===== config.mk =====
export PLATFORM = sky130hd
export DESIGN_NAME = alu_sequencer
export DESIGN_NICKNAME = d
export VERILOG_FILES = /design/src/rtl/alu_seq_pkg.sv /design/src/rtl/alu_iter_muldiv.sv /design/src/rtl/alu_sequencer.sv
export SDC_FILE = /design/constraint.sdc
export NUM_CORES = 1
export LEC_CHECK = 0
export ABC_CLOCK_PERIOD_IN_PS = 3040
export BUFFER_PORTS_ARGS = -buffer_cell sky130_fd_sc_hd__buf_2
export CORE_ASPECT_RATIO = 1.4
export CORE_UTILIZATION = 35
export CTS_BUF_LIST = sky130_fd_sc_hd__clkbuf_8
export CTS_CLUSTER_SIZE = 24
export DETAILED_ROUTE_END_ITERATION = 16
export PLACE_DENSITY_LB_ADDON = 0.3
export SKIP_CTS_REPAIR_TIMING = 1
export SLEW_MARGIN = 20
export SYNTH_ARGS = -nofsm -noshare
export SYNTH_HDL_FRONTEND = slang
export SYNTH_HIERARCHICAL = 1
export SYNTH_SLANG_ARGS = --single-unit
export TNS_END_PERCENT = 20

===== constraint.sdc =====
create_clock -name clock -period 3.04 [get_ports clock]
set_input_delay 0 -clock clock [delete_from_list [all_inputs] [get_ports clock]]
set_output_delay 0 -clock clock [all_outputs]
set_load 0.02 [all_outputs]

===== src/rtl/alu_seq_pkg.sv =====
// Shared opcodes, FSM state encoding and flag bit positions for alu_sequencer.
package alu_seq_pkg;

  localparam logic [3:0] OP_ADD = 4'd0;
  localparam logic [3:0] OP_SUB = 4'd1;
  localparam logic [3:0] OP_AND = 4'd2;
  localparam logic [3:0] OP_OR  = 4'd3;
  localparam logic [3:0] OP_XOR = 4'd4;
  localparam logic [3:0] OP_NOT = 4'd5;
  localparam logic [3:0] OP_SHL = 4'd6;
  localparam logic [3:0] OP_SHR = 4'd7;
  localparam logic [3:0] OP_ASR = 4'd8;
  localparam logic [3:0] OP_MUL = 4'd9;
  localparam logic [3:0] OP_DIV = 4'd10;
  localparam logic [3:0] OP_SLT = 4'd11;

  typedef enum logic [2:0] {
    S_LOAD_A,
    S_LOAD_B,
    S_EXEC,
    S_ITER,
    S_SHOW
  } state_t;

  localparam int F_Z  = 0;
  localparam int F_C  = 1;
  localparam int F_V  = 2;
  localparam int F_N  = 3;
  localparam int F_DZ = 4;

  // Ops that run through the shift-add / restoring-divide unit.
  function automatic logic is_iter_op(input logic [3:0] op);
    return (op == OP_MUL) || (op == OP_DIV);
  endfunction

endpackage


===== src/rtl/alu_iter_muldiv.sv =====
// WIDTH-step iterative unit: unsigned shift-add multiply or restoring divide.
// lo/hi present the register contents *after* the step taken on the coming
// edge, so the caller captures the final result on the edge where last=1.
module alu_iter_muldiv import alu_seq_pkg::*; #(
  parameter int WIDTH = 8
) (
  input  logic             clock,
  input  logic             reset,
  input  logic             start,
  input  logic             is_div,
  input  logic [WIDTH-1:0] a,
  input  logic [WIDTH-1:0] b,
  output logic             busy,
  output logic             last,
  output logic [WIDTH-1:0] lo,
  output logic [WIDTH-1:0] hi
);

  localparam int CW = $clog2(WIDTH + 1);

  logic [CW-1:0]    cnt;
  logic             div_q;
  logic [WIDTH-1:0] lo_q, hi_q, opb_q;
  logic [WIDTH:0]   sum, shifted, diff;
  logic             ge;

  // One step: mul adds the multiplicand into the high word and shifts the
  // pair right; div shifts the dividend bit into the remainder and subtracts.
  always_comb begin
    sum     = {1'b0, hi_q} + (lo_q[0] ? {1'b0, opb_q} : '0);
    shifted = {hi_q, lo_q[WIDTH-1]};
    diff    = shifted - {1'b0, opb_q};
    ge      = (shifted >= {1'b0, opb_q});
    if (div_q) begin
      hi = ge ? diff[WIDTH-1:0] : shifted[WIDTH-1:0];
      lo = {lo_q[WIDTH-2:0], ge};
    end else begin
      hi = sum[WIDTH:1];
      lo = {sum[0], lo_q[WIDTH-1:1]};
    end
  end

  assign last = busy && (cnt == '0);

  // Load operands on start, then advance one step per cycle for WIDTH cycles.
  always_ff @(posedge clock) begin
    if (reset) begin
      busy  <= 1'b0;
      cnt   <= '0;
      div_q <= 1'b0;
      lo_q  <= '0;
      hi_q  <= '0;
      opb_q <= '0;
    end else if (start) begin
      busy  <= 1'b1;
      cnt   <= CW'(WIDTH - 1);
      div_q <= is_div;
      lo_q  <= a;
      hi_q  <= '0;
      opb_q <= b;
    end else if (busy) begin
      lo_q <= lo;
      hi_q <= hi;
      if (cnt == '0) busy <= 1'b0;
      else           cnt  <= cnt - CW'(1);
    end
  end

endmodule


===== src/rtl/alu_sequencer.sv =====
// Button-driven operand entry FSM around a WIDTH-bit ALU with iterative
// mul/div, status flags, busy/done handshake and optional result chaining.
module alu_sequencer import alu_seq_pkg::*; #(
  parameter int WIDTH = 8,
  parameter bit CHAIN = 1'b1
) (
  input  logic             clock,
  input  logic             reset,
  input  logic             enable,
  input  logic [WIDTH-1:0] data_in,
  input  logic [3:0]       selector,
  output logic [WIDTH-1:0] a_out,
  output logic [WIDTH-1:0] b_out,
  output logic [WIDTH-1:0] y_out,
  output logic [WIDTH-1:0] y_hi,
  output logic [4:0]       flags,
  output logic             busy,
  output logic             done
);

  state_t           state;
  logic [3:0]       op_q;
  logic             s1, s2, s3, press;
  logic             go_iter, it_busy, it_last;
  logic [WIDTH-1:0] it_lo, it_hi;
  logic [WIDTH:0]   add_r, sub_r;
  logic             shift_big;
  logic [WIDTH-1:0] r_y, r_hi;
  logic [4:0]       r_f;

  // Synchronise the raw button and keep one extra stage for edge detection.
  always_ff @(posedge clock) begin
    if (reset) begin
      s1 <= 1'b0;
      s2 <= 1'b0;
      s3 <= 1'b0;
    end else begin
      s1 <= enable;
      s2 <= s1;
      s3 <= s2;
    end
  end

  assign press   = s2 & ~s3;
  assign go_iter = (state == S_EXEC) && is_iter_op(op_q) &&
                   !((op_q == OP_DIV) && (b_out == '0));

  alu_iter_muldiv #(.WIDTH(WIDTH)) u_iter (
    .clock  (clock),
    .reset  (reset),
    .start  (go_iter),
    .is_div (op_q == OP_DIV),
    .a      (a_out),
    .b      (b_out),
    .busy   (it_busy),
    .last   (it_last),
    .lo     (it_lo),
    .hi     (it_hi)
  );

  // Result and flags to be written; mul/div take the unit's final step.
  always_comb begin
    add_r     = {1'b0, a_out} + {1'b0, b_out};
    sub_r     = {1'b0, a_out} - {1'b0, b_out};
    shift_big = (b_out >= WIDTH'(WIDTH));
    r_y       = '0;
    r_hi      = '0;
    r_f       = '0;
    case (op_q)
      OP_ADD: begin
        r_y      = add_r[WIDTH-1:0];
        r_f[F_C] = add_r[WIDTH];
        r_f[F_V] = (a_out[WIDTH-1] == b_out[WIDTH-1]) &&
                   (add_r[WIDTH-1] != a_out[WIDTH-1]);
      end
      OP_SUB: begin
        r_y      = sub_r[WIDTH-1:0];
        r_f[F_C] = sub_r[WIDTH];
        r_f[F_V] = (a_out[WIDTH-1] != b_out[WIDTH-1]) &&
                   (sub_r[WIDTH-1] != a_out[WIDTH-1]);
      end
      OP_AND: r_y = a_out & b_out;
      OP_OR:  r_y = a_out | b_out;
      OP_XOR: r_y = a_out ^ b_out;
      OP_NOT: r_y = ~a_out;
      OP_SHL: r_y = shift_big ? '0 : (a_out << b_out);
      OP_SHR: r_y = shift_big ? '0 : (a_out >> b_out);
      OP_ASR: r_y = shift_big ? {WIDTH{a_out[WIDTH-1]}}
                              : $unsigned($signed(a_out) >>> b_out);
      OP_MUL: begin
        r_y      = it_lo;
        r_hi     = it_hi;
        r_f[F_C] = |it_hi;
      end
      OP_DIV: begin
        if (b_out == '0) begin
          r_y       = '1;
          r_hi      = a_out;
          r_f[F_DZ] = 1'b1;
        end else begin
          r_y  = it_lo;
          r_hi = it_hi;
        end
      end
      OP_SLT: r_y = {{(WIDTH-1){1'b0}}, ($signed(a_out) < $signed(b_out))};
      default: ;
    endcase
    // Illegal opcodes leave every flag clear, including Z.
    if (op_q <= OP_SLT) begin
      r_f[F_Z] = (r_y == '0);
      r_f[F_N] = r_y[WIDTH-1];
    end
  end

  // Operand entry / execute / show sequencer with registered outputs.
  always_ff @(posedge clock) begin
    if (reset) begin
      state <= S_LOAD_A;
      a_out <= '0;
      b_out <= '0;
      op_q  <= '0;
      y_out <= '0;
      y_hi  <= '0;
      flags <= '0;
      busy  <= 1'b0;
      done  <= 1'b0;
    end else begin
      done <= 1'b0;
      case (state)
        S_LOAD_A: if (press) begin
          a_out <= data_in;
          state <= S_LOAD_B;
        end
        S_LOAD_B: if (press) begin
          b_out <= data_in;
          op_q  <= selector;
          busy  <= 1'b1;
          state <= S_EXEC;
        end
        S_EXEC: begin
          if (go_iter) begin
            state <= S_ITER;
          end else begin
            y_out <= r_y;
            y_hi  <= r_hi;
            flags <= r_f;
            done  <= 1'b1;
            busy  <= 1'b0;
            state <= S_SHOW;
          end
        end
        // Finishing on an idle unit only guards against a lost handshake.
        S_ITER: if (it_last || !it_busy) begin
          y_out <= r_y;
          y_hi  <= r_hi;
          flags <= r_f;
          done  <= 1'b1;
          busy  <= 1'b0;
          state <= S_SHOW;
        end
        S_SHOW: if (press) begin
          if (CHAIN) begin
            a_out <= y_out;
            state <= S_LOAD_B;
          end else begin
            state <= S_LOAD_A;
          end
        end
        default: state <= S_LOAD_A;
      endcase
    end
  end

endmodule


==> impl_metrics.ini <==
[synth]
synth-xor-area-share_pct = 1.30
synth_edf_count = 0
syn_inst = 864
synth_compound_area_share_pct = 23.2
syn-num-nets = 927
seq_area_frac_synth_pct = 23.4
async_flop_share_pct = 0
synth_area_per_cell_um2 = 7.83
synthSimpleGateAreaFrac_pct = 25.9
synth_fa_ha_area_share_pct = 9.33
synth_warnings = 6
synth_top_family_by_area = simple AND/OR/NAND/NOR gates
syn_area_mm2 = 0.00676
ys_seq_elements = 79
synthDistinctLibCells = 84
synthMuxAreaShare_pct = 10.2
ys.flop_type = dfxtp_1

[worst_setup_path]
r2r_cells = 12
crit_fanout = 5
cp-startpoint = u_iter/opb_q[6]
r2r_slack_ns = 0.05
rr_endpoint = flags[0]
reg2reg_from = u_iter/opb_q[6]
crit_path_start_kind = register
required_ns = 3.34
worstSetupEndpointType = register
arrival_ns = 3.29
critPathKind = reg -> reg

[cells_and_area]
final_layout_size_suffix_gt1_share_pct = 25.8
area_growth_pct = 24.5
nFillCells = 1931
n_antenna_cell = 0
nNetsFinal = 1047
final_cell_area_mm2 = 0.00842
regArea_mm2 = 0.00160
multi_input_comb_area_mm2 = 0.00491

[timing]
whs_ns = 0.0109
maxSlewViolCount = 0
tightest_slew_ns = 0.982
hold_viol = 0
rsz0062_at_grt = true
min_period_over_period_pct = 98.4
finalCriticalPeriod_ns = 2.99
slew_headroom_pct = 33.9
setup_viol = 0
finalClockSkew_ns = 0.0114
max_freq_mhz = 334

[clock_tree]
htreeDepth = 3
cts_root_buffer = clkbuf_8
path_clk_slew_ns = 0.10
cts_inserted_buffers = 9
clk_path_buf_depth = 2
insertion_delay_ns = 0.38
cts_sinks = 79
cts_tree = done

[hold_path]
min_path_cells = 3
holdCritStartpoint = data_in[1]
holdPathEnd = b_out[1]
hp-class = in -> reg

[place]
dpl.hpwl_um = 19600
postPlaceCellArea_mm2 = 0.00785
portBuffers = 53
place.gp.congestion = 0.999

[power]
ir_drop_mv = 0.202
powerDensity_mw_per_mm2 = 273
leakagePower_nw = 3.46

[floorplanning]
start_util_pct = 36.1
die_x_um = 119
die_h_um = 166
dieArea_mm2 = 0.0199
rows = 59
boundaryPins = 54
core_area_mm2 = 0.0188

[job]
maxCapViolCount = 0

[drt]
vias_per_cell = 5.94
drtPass1Iterations = 5
drt-total-wl_um = 26100
wire_per_inst_um = 21.1
final_antenna_net_count = 0
drc = 0
drt_first_iter_violations = 805
num_vias = 7329

[global_routing]
gr-usage-all-layers_pct = 25.8
grt_max_degree = 46
grt_pass1_vias = 7133
antenna_found_initial = 0
grt_overflow = 0
grt_pass1_wl_um = 39400

[run_status]
outcome = finished clean
-- synth_stat cells (4+ instances only) --
cell / number / area, um2
mux2_2: 10 / 113
o221ai_1: 14 / 123
clkbuf_1: 32 / 120
o21ai_0: 47 / 235
nand2_1: 66 / 248
nand3_1: 17 / 85.1
mux4_2: 6 / 135
nand2b_1: 13 / 81.3
or4_1: 4 / 30.0
nand3b_1: 5 / 37.5
xor2_1: 6 / 52.6
inv_1: 37 / 139
nor2_1: 81 / 304
a311oi_1: 5 / 43.8
nor3b_1: 5 / 37.5
mux2i_1: 44 / 440
buf_1: 4 / 15.0
a31oi_1: 10 / 62.6
nor2b_1: 31 / 194
ha_1: 44 / 551
nor3_1: 36 / 180
dfxtp_1: 79 / 1580
nor4_1: 8 / 50.1
a211o_1: 4 / 35.0
nand4_1: 5 / 31.3
and3_1: 10 / 62.6
xnor2_1: 4 / 35.0
fa_1: 4 / 80.1
nor4b_1: 5 / 43.8
o211ai_1: 7 / 52.6
a211oi_1: 13 / 97.6
or3_1: 4 / 25.0
o31ai_1: 7 / 52.6
o21a_1: 5 / 37.5
a221o_1: 4 / 40.0
and2_1: 12 / 75.1
a21oi_1: 64 / 320
buf_2: 21 / 105
a21o_1: 7 / 52.6
-- kinds of logic (layout without fill, tap and decap cells) --
family	count (synthesis)	in the layout
AOI/OAI and AO/OA	235	236
xor gates and xnor gates	10	10
adders and majority gates	48	48
buffers and inverters	104	228
DFF	79	79
muxes	60	60
and+or+nand+nor	328	328
-- worst max path at each step --
| stage | to | cells past startpoint |
|---|---|---|
| detailed placement | flags[1] | 14 |
| floorplan | flags[0] | 11 |
| global route | flags[0] | 12 |
| finish | flags[0] | 12 |
| global placement | flags[1] | 14 |
| CTS | flags[1] | 14 |
-- metal layers --
layer,part of all wire (%),up-vias,global-route usage (%)
met2,49,342,45.3
met1,36,3446,28.4
met4,7.8,0,18.3
met5,0,-,0
met3,6.8,129,3.08
li1,-,3412,-
-- where the power goes --
group | internal, mW | switching [mW]
Clock | 0.492 | 0.466
Combinational | 0.120 | 0.171
Sequential | 1.04 | 0.0113
-- layout make-up --
cell class	count	area share, %
multi-input combinational	682	58.3
sequential	79	19.0
timing repair buffer	172	14.6
tap	244	3.63
inverter	40	1.78
clock buffer	10	1.64
clock inverter	6	1.07
-- worst max-delay path, cell delays in order (launching register included) --
cell and delay [ns]:
dfxtp_2 0.35, inv_2 0.04, ha_4 0.20, a21o_1 0.22, a211oi_4 0.29, o221a_4 0.28
buf_4 0.13, a21oi_2 0.07, a211oi_2 0.24, nand3_1 0.14, nor4_4 0.26, or4b_4 0.49
o31ai_2 0.21
-- cell usage in the layout (no fill, tap or decap), drive strengths merged, types with 6 or more instances in the layout --
cell | netlist | routed
a211oi | 15 | 15
a21o | 7 | 7
a21oi | 64 | 64
a31oi | 10 | 10
and2 | 12 | 12
and3 | 10 | 10
buf | 31 | 160
clkbuf | 33 | 10
dfxtp | 79 | 79
dlygate4sd3 | 0 | 12
ha | 44 | 44
inv | 38 | 42
mux2 | 10 | 10
mux2i | 44 | 44
mux4 | 6 | 6
nand2 | 66 | 66
nand2b | 13 | 13
nand3 | 17 | 17
nor2 | 84 | 84
nor2b | 31 | 31
nor3 | 36 | 36
nor4 | 11 | 11
o211ai | 7 | 7
o21ai | 50 | 50
o221ai | 14 | 14
o31ai | 8 | 8
xor2 | 6 | 6
-- stage by stage --
| step | setup slack, ns | TNS (ns) | utilization (%) | total power [mW] | instances |
|---|---|---|---|---|---|
| after global routing | -0.0674 | -0.0985 | 44.9 | 2.37 | 1233 |
| after floorplan | 0.0193 | 0 | - | 1.23 | 864 |
| after detailed placement | -0.0163 | -0.0163 | 41.9 | 1.34 | 1200 |
| final | 0.0493 | 0 | 44.9 | 2.30 | 1233 |
| after global placement | 0.0160 | 0 | 41.9 | 1.34 | 1200 |
| after CTS | -0.0403 | -0.0403 | 43.1 | 2.29 | 1216 |
-- state kept, by name (all words and copies together) (netlist names) --
name	count
state	3
y_out	8
busy	1
op_q	4
u_iter/lo_q	8
a_out	8
b_out	8
u_iter/busy	1
flags	5
done	1
s1	1
u_iter/cnt	4
s3	1
y_hi	8
s2	1
u_iter/hi_q	8
u_iter/div_q	1
u_iter/opb_q	8
(Power assumes the default switching activity.)
